### src/rtl/jm_pkg.sv
// Shared types and helpers for the kernel completion arbiter.
// Kernel state encoding, the timeout return code and the index-width helper.
package jm_pkg;

  typedef enum logic [1:0] {
    K_IDLE = 2'b00,
    K_RUN  = 2'b01,
    K_PEND = 2'b10
  } kstate_t;

  // Wide enough for any CODE_WIDTH up to 64; callers truncate to their width.
  localparam logic [63:0] TIMEOUT_CODE = '1;

  function automatic int idx_w(input int n);
    return (n <= 1) ? 1 : $clog2(n);
  endfunction

endpackage

### src/rtl/jm_done_arbiter_if.sv
// Completion stream from the arbiter to the completion writer.
// Valid/ready: data and index hold while push is high and ready is low.
interface jm_done_arbiter_if #(
  parameter int RETURN_WIDTH = 41,
  parameter int IDX_W        = 1
);
  logic                    complete_push_o;
  logic [RETURN_WIDTH-1:0] return_data_o;
  logic [IDX_W-1:0]        grant_kernel_o;
  logic                    complete_ready_i;

  modport master (
    output complete_push_o, return_data_o, grant_kernel_o,
    input  complete_ready_i
  );

  modport slave (
    input  complete_push_o, return_data_o, grant_kernel_o,
    output complete_ready_i
  );
endinterface

### src/rtl/jm_rr_arbiter.sv
// Round-robin picker: first set request at or after ptr_i, wrapping.
// Purely combinational; the pointer register lives in the parent.
module jm_rr_arbiter #(
  parameter int N  = 2,
  parameter int IW = 1
) (
  input  logic [N-1:0]  req_i,
  input  logic [IW-1:0] ptr_i,
  output logic [N-1:0]  gnt_o,
  output logic [IW-1:0] idx_o,
  output logic          vld_o
);

  always_comb begin
    int          j;
    logic [IW-1:0] jj;
    gnt_o = '0;
    idx_o = '0;
    vld_o = 1'b0;
    j     = 0;
    jj    = '0;
    for (int i = 0; i < N; i++) begin
      j = int'(ptr_i) + i;
      if (j >= N) j = j - N;
      jj = IW'(j);
      if (!vld_o && req_i[jj]) begin
        vld_o     = 1'b1;
        gnt_o[jj] = 1'b1;
        idx_o     = jj;
      end
    end
  end

endmodule

### src/rtl/jm_done_arbiter.sv
// Per-kernel idle/run/pend tracking with round-robin completion push; done->push in 2 cycles.
// Output register reloads only when empty or transferring. JM_DONE_TIMEOUT_EN adds a RUN watchdog.
module jm_done_arbiter
  import jm_pkg::*;
#(
  parameter int KERNEL_NUM     = 2,
  parameter int RETURN_WIDTH   = 41,
  parameter int CODE_WIDTH     = 32,
  parameter int TAG_WIDTH      = RETURN_WIDTH - CODE_WIDTH,
  parameter int TIMEOUT_CYCLES = 2**20
) (
  input  logic                           clk,
  input  logic                           rst,
  input  logic [KERNEL_NUM-1:0]          engine_start_i,
  input  logic [TAG_WIDTH-1:0]           start_tag_i,
  input  logic [KERNEL_NUM-1:0]          engine_done_i,
  input  logic [KERNEL_NUM*CODE_WIDTH-1:0] return_code_i,
  jm_done_arbiter_if.master              cpl,
  output logic [KERNEL_NUM-1:0]          kernel_busy_o,
  output logic                           err_o,
  input  logic                           err_clr_i
);

  localparam int IW = idx_w(KERNEL_NUM);

  if (KERNEL_NUM < 1 || KERNEL_NUM > 16 || TIMEOUT_CYCLES < 2 || CODE_WIDTH > 64 ||
      TAG_WIDTH + CODE_WIDTH != RETURN_WIDTH) begin : g_bad_param
    $error("jm_done_arbiter: unsupported parameter combination");
  end

  kstate_t                 state_q [KERNEL_NUM];
  kstate_t                 state_d [KERNEL_NUM];
  logic [TAG_WIDTH-1:0]    tag_q   [KERNEL_NUM];
  logic [TAG_WIDTH-1:0]    tag_d   [KERNEL_NUM];
  logic [CODE_WIDTH-1:0]   code_q  [KERNEL_NUM];
  logic [CODE_WIDTH-1:0]   code_d  [KERNEL_NUM];
  logic [KERNEL_NUM-1:0]   busy_q, busy_d;
  logic                    push_q, push_d;
  logic [RETURN_WIDTH-1:0] data_q, data_d;
  logic [IW-1:0]           grant_q, grant_d;
  logic [IW-1:0]           ptr_q, ptr_d;
  logic                    err_q, err_d;

`ifdef JM_DONE_TIMEOUT_EN
  localparam int CW = $clog2(TIMEOUT_CYCLES);
  logic [CW-1:0]           cnt_q [KERNEL_NUM];
  logic [CW-1:0]           cnt_d [KERNEL_NUM];
`endif

  logic [KERNEL_NUM-1:0]   pend_req;
  logic [KERNEL_NUM-1:0]   rr_gnt;
  logic [IW-1:0]           rr_idx;
  logic                    rr_vld;

  always_comb begin
    for (int k = 0; k < KERNEL_NUM; k++) pend_req[k] = (state_q[k] == K_PEND);
  end

  jm_rr_arbiter #(.N(KERNEL_NUM), .IW(IW)) u_rr (
    .req_i (pend_req),
    .ptr_i (ptr_q),
    .gnt_o (rr_gnt),
    .idx_o (rr_idx),
    .vld_o (rr_vld)
  );

  always_comb begin
    logic start_multi;
    logic free;
    logic load;
    logic err_set;

    state_d = state_q;
    tag_d   = tag_q;
    code_d  = code_q;
    busy_d  = '0;
    push_d  = push_q;
    data_d  = data_q;
    grant_d = grant_q;
    ptr_d   = ptr_q;
`ifdef JM_DONE_TIMEOUT_EN
    cnt_d   = cnt_q;
`endif

    start_multi = !$onehot0(engine_start_i);
    free        = !push_q || cpl.complete_ready_i;
    load        = free && rr_vld;
    err_set     = start_multi;

    for (int k = 0; k < KERNEL_NUM; k++) begin
      if (engine_start_i[k] && !start_multi) begin
        if (state_q[k] == K_IDLE) begin
          state_d[k] = K_RUN;
          tag_d[k]   = start_tag_i;
`ifdef JM_DONE_TIMEOUT_EN
          cnt_d[k]   = '0;
`endif
        end else begin
          err_set = 1'b1;
        end
      end

      if (engine_done_i[k]) begin
        if (state_q[k] == K_RUN) begin
          state_d[k] = K_PEND;
          code_d[k]  = return_code_i[k*CODE_WIDTH +: CODE_WIDTH];
        end else begin
          err_set = 1'b1;
        end
      end
`ifdef JM_DONE_TIMEOUT_EN
      else if (state_q[k] == K_RUN) begin
        if (cnt_q[k] == CW'(TIMEOUT_CYCLES - 1)) begin
          state_d[k] = K_PEND;
          code_d[k]  = CODE_WIDTH'(TIMEOUT_CODE);
          err_set    = 1'b1;
        end else begin
          cnt_d[k] = cnt_q[k] + CW'(1);
        end
      end
`endif

      // Only a PEND kernel can be granted, so this never collides with start/done.
      if (load && rr_gnt[k]) state_d[k] = K_IDLE;
      busy_d[k] = (state_d[k] != K_IDLE);
    end

    if (free) push_d = rr_vld;
    if (load) begin
      data_d  = RETURN_WIDTH'({tag_q[rr_idx], code_q[rr_idx]});
      grant_d = rr_idx;
      ptr_d   = (int'(rr_idx) == KERNEL_NUM - 1) ? '0 : rr_idx + IW'(1);
    end

    err_d = err_set | (err_q & ~err_clr_i);
  end

  always_ff @(posedge clk or posedge rst) begin
    if (rst) begin
      for (int k = 0; k < KERNEL_NUM; k++) begin
        state_q[k] <= K_IDLE;
        tag_q[k]   <= '0;
        code_q[k]  <= '0;
`ifdef JM_DONE_TIMEOUT_EN
        cnt_q[k]   <= '0;
`endif
      end
      busy_q  <= '0;
      push_q  <= 1'b0;
      data_q  <= '0;
      grant_q <= '0;
      ptr_q   <= '0;
      err_q   <= 1'b0;
    end else begin
      for (int k = 0; k < KERNEL_NUM; k++) begin
        state_q[k] <= state_d[k];
        tag_q[k]   <= tag_d[k];
        code_q[k]  <= code_d[k];
`ifdef JM_DONE_TIMEOUT_EN
        cnt_q[k]   <= cnt_d[k];
`endif
      end
      busy_q  <= busy_d;
      push_q  <= push_d;
      data_q  <= data_d;
      grant_q <= grant_d;
      ptr_q   <= ptr_d;
      err_q   <= err_d;
    end
  end

  assign cpl.complete_push_o = push_q;
  assign cpl.return_data_o   = data_q;
  assign cpl.grant_kernel_o  = grant_q;
  assign kernel_busy_o       = busy_q;
  assign err_o               = err_q;

endmodule

### src/flat_wrapper.sv
// flat-port wrapper written by rule: the top's interface ports become plain ports
module jm_done_arbiter_flat import jm_pkg::*;
#(
  parameter int KERNEL_NUM     = 2,
  parameter int RETURN_WIDTH   = 41,
  parameter int CODE_WIDTH     = 32,
  parameter int TAG_WIDTH      = RETURN_WIDTH - CODE_WIDTH,
  parameter int TIMEOUT_CYCLES = 2**20
)
  (clk, rst, engine_start_i, start_tag_i, engine_done_i, return_code_i, kernel_busy_o, err_o, err_clr_i, cpl_complete_push_o, cpl_return_data_o, cpl_grant_kernel_o, cpl_complete_ready_i);
  jm_done_arbiter_if #(.RETURN_WIDTH(RETURN_WIDTH), .IDX_W(1)) cpl_i ();
  input  logic clk;
  input  logic rst;
  input  logic [KERNEL_NUM-1:0] engine_start_i;
  input  logic [TAG_WIDTH-1:0] start_tag_i;
  input  logic [KERNEL_NUM-1:0] engine_done_i;
  input  logic [KERNEL_NUM*CODE_WIDTH-1:0] return_code_i;
  output logic [KERNEL_NUM-1:0] kernel_busy_o;
  output logic err_o;
  input  logic err_clr_i;
  output wire logic [$bits(cpl_i.complete_push_o)-1:0] cpl_complete_push_o;
  output wire logic [$bits(cpl_i.return_data_o)-1:0] cpl_return_data_o;
  output wire logic [$bits(cpl_i.grant_kernel_o)-1:0] cpl_grant_kernel_o;
  input wire logic [$bits(cpl_i.complete_ready_i)-1:0] cpl_complete_ready_i;
  assign cpl_complete_push_o = cpl_i.complete_push_o;
  assign cpl_return_data_o = cpl_i.return_data_o;
  assign cpl_grant_kernel_o = cpl_i.grant_kernel_o;
  assign cpl_i.complete_ready_i = cpl_complete_ready_i;
  jm_done_arbiter #(.KERNEL_NUM(KERNEL_NUM), .RETURN_WIDTH(RETURN_WIDTH), .CODE_WIDTH(CODE_WIDTH), .TAG_WIDTH(TAG_WIDTH), .TIMEOUT_CYCLES(TIMEOUT_CYCLES)) u_core (.clk(clk), .rst(rst), .engine_start_i(engine_start_i), .start_tag_i(start_tag_i), .engine_done_i(engine_done_i), .return_code_i(return_code_i), .cpl(cpl_i), .kernel_busy_o(kernel_busy_o), .err_o(err_o), .err_clr_i(err_clr_i));
endmodule
### config.mk
export PLATFORM = sky130hd
export DESIGN_NAME = jm_done_arbiter_flat
export DESIGN_NICKNAME = d
export VERILOG_FILES = /design/src/rtl/jm_pkg.sv /design/src/rtl/jm_done_arbiter_if.sv /design/src/rtl/jm_rr_arbiter.sv /design/src/rtl/jm_done_arbiter.sv /design/src/flat_wrapper.sv
export SDC_FILE = /design/constraint.sdc
export NUM_CORES = 1
export LEC_CHECK = 0
export BUFFER_PORTS_ARGS = -buffer_cell sky130_fd_sc_hd__clkbuf_2
export CORE_MARGIN = 1
export CORE_UTILIZATION = 45
export DETAILED_ROUTE_END_ITERATION = 10
export PLACE_DENSITY = 0.68
export SYNTH_ARGS = -nofsm -noshare
export SYNTH_HDL_FRONTEND = slang
export SYNTH_SLANG_ARGS = --single-unit
### constraint.sdc
create_clock -name clk -period 11.75 [get_ports clk]
set_input_delay 3.525 -clock clk [delete_from_list [all_inputs] [get_ports clk]]
set_output_delay 3.525 -clock clk [all_outputs]
set_load 0.02 [all_outputs]
; ---- Word level (Yosys, flattened, before mapping)
; Index checks and enable logic that the tools add are counted.
; W data, S select, Z words.
[classes]
eq_ne = 4
n_reduce_logical = 20
n_mux = 41
add_sub_neg = 5
order_cmp = 8
bitwise_logic = 5
[op_table]
columns = op, n
row1 = $mux W32, 3
row2 = $mux W9, 3
row3 = $mux W2, 12
row4 = $mux W1, 21
row5 = $logic_and A1 B1 Y1, 8
row6 = $reduce_and A2 Y1, 4
row7 = $eq A2 B1 Y1 const B, 2
row8 = $eq A2 B2 Y1 const B, 2
row9 = $ge A2 B2 Y1 const B, 2
row10 = $logic_not A2 Y1, 2
row11 = $lt A1 B2 Y1 const B, 2
row12 = $reduce_bool A2 Y1, 2
row13 = $logic_not A1 Y1, 3
row14 = $add A1 B1 Y2, 1
row15 = $add A1 B1 Y2 const B, 1
row16 = $demux W1 S1, 2
row17 = $ge A1 B1 Y1 const B, 2
row18 = $ge A1 B2 Y1 const B, 1
row19 = $le A2 B1 Y1 const B, 1
row20 = $not A1 Y2, 1
row21 = $or A2 B2 Y2, 1
row22 = $sub A1 B1 Y1 const B, 2
row23 = $add A1 B1 Y1 const B, 1
row24 = $and A1 B1 Y1, 1
row25 = 3 further kinds, 3
[totals]
register_bits = 133
output_inout_bits = 46
word_cells = 95
input_bits = 81

; ---- Logic depth before layout (Yosys ltp)
[depth]
ltp_word = 12
depth_mapped = 7
mapped_depth_nobuf = 3

; ---- Modules after synthesis
; Synthesis repeated with hierarchy kept, for this count alone.
[unflattened]
hier_cells = 410
area_unflattened_um2 = 5569.1
[by_module_without_submodules]
columns = module, cells_each, instances, seq_area_each_um2, area_each_um2
row1 = jm_done_arbiter, 405, 1, 3328.2, 5536.6
row2 = jm_rr_arbiter, 5, 1, 0.0, 32.5

; ---- Worst setup path after synthesis
; Ideal clock, no wire load.
[synth_path]
path_type = input -> register
start = input port cpl_complete_ready_i
end = register u_core.data_q[0], in the netlist u_core.cpl.return_data_o[0]
path_buffers = 2
required_ns = 11.664
stages = 5
slack_ns = 7.231
setup_ns = 0.086
arrival_ns = 4.433
cell_sequence = nand2b_1 clkbuf_1 nand3_2 buf_4 o221ai_2
[synth_between]
elab_chain_len = 2
[synth_rtl]
columns = element, line
row1 = "start, declared", flat_wrapper.sv:24  ; input wire logic [$bits(cpl_i.complete_ready_i)-1:0] cpl_complete_ready_i;
row2 = $logic_or A1 B1 Y1, jm_done_arbiter.sv:86  ; free = !push_q || cpl.complete_ready_i;
row3 = $logic_and A1 B1 Y1, jm_done_arbiter.sv:87  ; load = free && rr_vld;
row4 = "end signal, assigned", jm_done_arbiter.sv:165  ; data_q <= data_d;
row5 = "end, declared", jm_done_arbiter.sv:39  ; logic [RETURN_WIDTH-1:0] data_q, data_d;
; No other way between the ends.
; A chain may end at the register's enable or synchronous reset.

; ---- Final worst setup path
[layout_path]
start = input port cpl_complete_ready_i
end = register u_core.data_q[9], in the netlist u_core.cpl.return_data_o[9]
; Same word-level chain as after synthesis.

==> metrics.cfg <==
[power_and_ir_drop]
combPwrFrac_pct = 38.3
switchingPower_uw = 775
power_uw = 2130
pwr-share-clk_pct = 23.1
power_leakage_uw = 0.00339
ir_drop_mv = 0.125
seqPwrFrac_pct = 38.6
p_int_uw = 1350
powerDensity_nw_per_um2 = 298
sw_frac_of_total_pct = 36.5

[clocking]
clockBufferDepth = 2
postCtsSetupBuffers = 0
cts_resized = 0
root_buffer = clkbuf_16
clk_pin_slew_ns = 0.05
tritoncts = done
numCtsBuffers = 17
ctsHoldBuffers = 0
numClockSinks = 133
htreeDepth = 4
clk_latency_ns = 0.41

[grt]
grt_pass1_vias = 3913
grt_overflow = 0
grt_pass1_wl_um = 19700
grt_start_max_net_pins = 71
antenna_found_initial = 0
track_usage_pct = 19.4

[critical_path]
critPathMaxFanout = 47
r2r_start = u_core.state_q[3]
slowest_delay_ns = 1.08
crit_type = primary input to flop
ff2ff_path_depth = 3
regToRegSetupSlack_ns = 8.77
cp.required_ns = 12.05
path_cells = clkbuf_2, nand2b_2, nand3_2, o221ai_1
critPathLaunchType = primary input
cp-end-kind = flop
r2r_end = u_core.cpl.return_data_o[9]
arrival_ns = 6.03
critPathSlowestCell = nand3_2

[synth]
synth_area_per_cell_sq_um = 12.8
synth_flop_cell = dfrtp_1
ys_ff_latch = 133
netlist_top_cells_area = dfrtp_1, mux2_2, o221ai_2, inv_1, nand4_1
synth_top_area_share_pct = 56.4
yosysWarnings = 0
syn_nets = 542
synth_area_sq_um = 5900
synth_common_cells = dfrtp_1, inv_1, mux2_2
ys_types = 33
yosysSeqAreaShare_pct = 56.4
syn-instance-count = 461
yosysMostFrequentCell = dfrtp_1
synth_enable_flop_cells = 0
yosys.area.top_type = dfrtp_1
async_flop_share_pct = 100

[route]
wl_um = 12200
firstDrtPassIters = 4
wire_per_inst_um = 16.0
antenna_left = 0
drt-vias-per-instance = 5.15
route.detailed.drc = 0
drtIter0Drc = 234
vias = 3929

[timing]
tightest_slew_ns = 1.09
fin_setup_tns_ns = 0
timing.fmax_mhz = 174
rsz0062_at_grt = false
hold_viol = 0
min_period_ns = 5.73
min_period_over_period_pct = 48.8
setup_viol_count_final = 0
slew_headroom_pct = 27.1
finClkSkew_ns = 0.00481
drv_slew = 0

[finish]
final_nets = 660
drive_gt1_share_pct = 47.0
multiInputGateArea_sq_um = 2040
syn2layout_area_growth_pct = 20.8
nFillCells = 1100
diodes = 0
seq_area_sq_um = 3330

[run_status]
status = completed

[floorplanning]
die_area_sq_um = 13600
start_util_pct = 46.4
num_io_pins = 127
die_h_um = 116
core_sq_um = 12700
die-width_um = 116
row_count = 41

[worst_hold_path]
hp-start = u_core.err_o
hp-class = flop to flop
hold_path_end = u_core.err_o
hold_depth = 2

[placement]
port_buffers = 126
dpl.hpwl_um = 8210
place.gp.congestion = 0.781

[job]
maxCapViolations = 0

[final cells by class]
| cell class | count | area share, % |
|---|---|---|
| Clock buffer | 27 | 7.06 |
| Clock inverter | 4 | 0.632 |
| Inverter | 85 | 4.51 |
| Multi-Input combinational cell | 210 | 28.6 |
| Sequential cell | 133 | 46.7 |
| Tap cell | 172 | 3.02 |
| Timing Repair Buffer | 132 | 9.48 |
[how the worst max path moves through the flow]
stage                    startpoint                           end  slack [ns]  depth (start not counted)
6_report       cpl_complete_ready_i   u_core.cpl.return_data_o[9]        6.02                          4
5_1_grt        cpl_complete_ready_i   u_core.cpl.return_data_o[2]        5.84                          4
2_1_floorplan                   rst              u_core.code_q[0]        4.67                          1
3_5_place_dp   cpl_complete_ready_i   u_core.cpl.return_data_o[8]        5.61                          4
3_3_place_gp   cpl_complete_ready_i  u_core.cpl.return_data_o[10]        5.72                          4
4_1_cts        cpl_complete_ready_i   u_core.cpl.return_data_o[9]        6.05                          4
[layer usage]
layer	GRT usage (%)	share of wire, %	up-vias
met5	0	0	-
met4	9.23	2.2	0
met3	4.83	5.2	20
met2	31.2	49	99
met1	24.7	44	1959
li1	-	-	1851
[cell usage in the layout, fill, tap and decap left out, drive strengths merged, types with 5 or more instances in the layout]
master	count
buf	6
clkbuf	153
mux2	73
dfrtp	133
nand2b	5
o21ai	11
inv	85
nand2	10
nand4	41
o221ai	42
[power groups by stage]
stage / clock, uW / combinational, uW / sequential (uW)
final: 490 / 815 / 820
after global routing: 520 / 898 / 847
after CTS: 500 / 828 / 821
after detailed placement: 0 / 823 / 827
after global placement: 0 / 796 / 818
after floorplan: 0 / 605 / 868
[sequential cells by signal (all words and copies together), names as in the netlist]
name	cells
u_core.code_q	64
u_core.cpl.complete_push_o	1
u_core.cpl.grant_kernel_o	1
u_core.cpl.return_data_o	41
u_core.err_o	1
u_core.kernel_busy_o	2
u_core.ptr_q	1
u_core.state_q	4
u_core.tag_q	18
[kinds of logic (layout without fill, tap and decap cells)]
family / Yosys count / count (layout) / share of synthesized area [%]
compound gates: 62 / 62 / 12.2
flops: 133 / 133 / 56.4
simple gates: 75 / 75 / 8.17
mux: 73 / 73 / 13.9
buf+inv: 118 / 248 / 9.23
[per-stage QoR]
| stage | setup slack [ns] | std cells | cell area, sq um | hold slack [ns] | utilization [%] |
|---|---|---|---|---|---|
| finish | 6.02 | 763 | 7130 | 0.494 | 56.0 |
| global route | 5.84 | 763 | 7130 | 0.509 | 56.0 |
| detailed placement | 5.61 | 732 | 6580 | 0.488 | 51.7 |
| floorplan | 4.67 | 461 | 5900 | 0.458 | - |
| global placement | 5.72 | 732 | 6580 | 0.470 | 51.7 |
| CTS | 6.05 | 763 | 7130 | 0.500 | 56.0 |
[worst max-delay path, delay by kind of cell]
kind,cells,cell delay (ns)
buffers and inverters,1,0.07
AOI/OAI and AO/OA,1,0.54
and+or+nand+nor,2,1.87
Note: power is estimated with default switching activity, not from simulation.
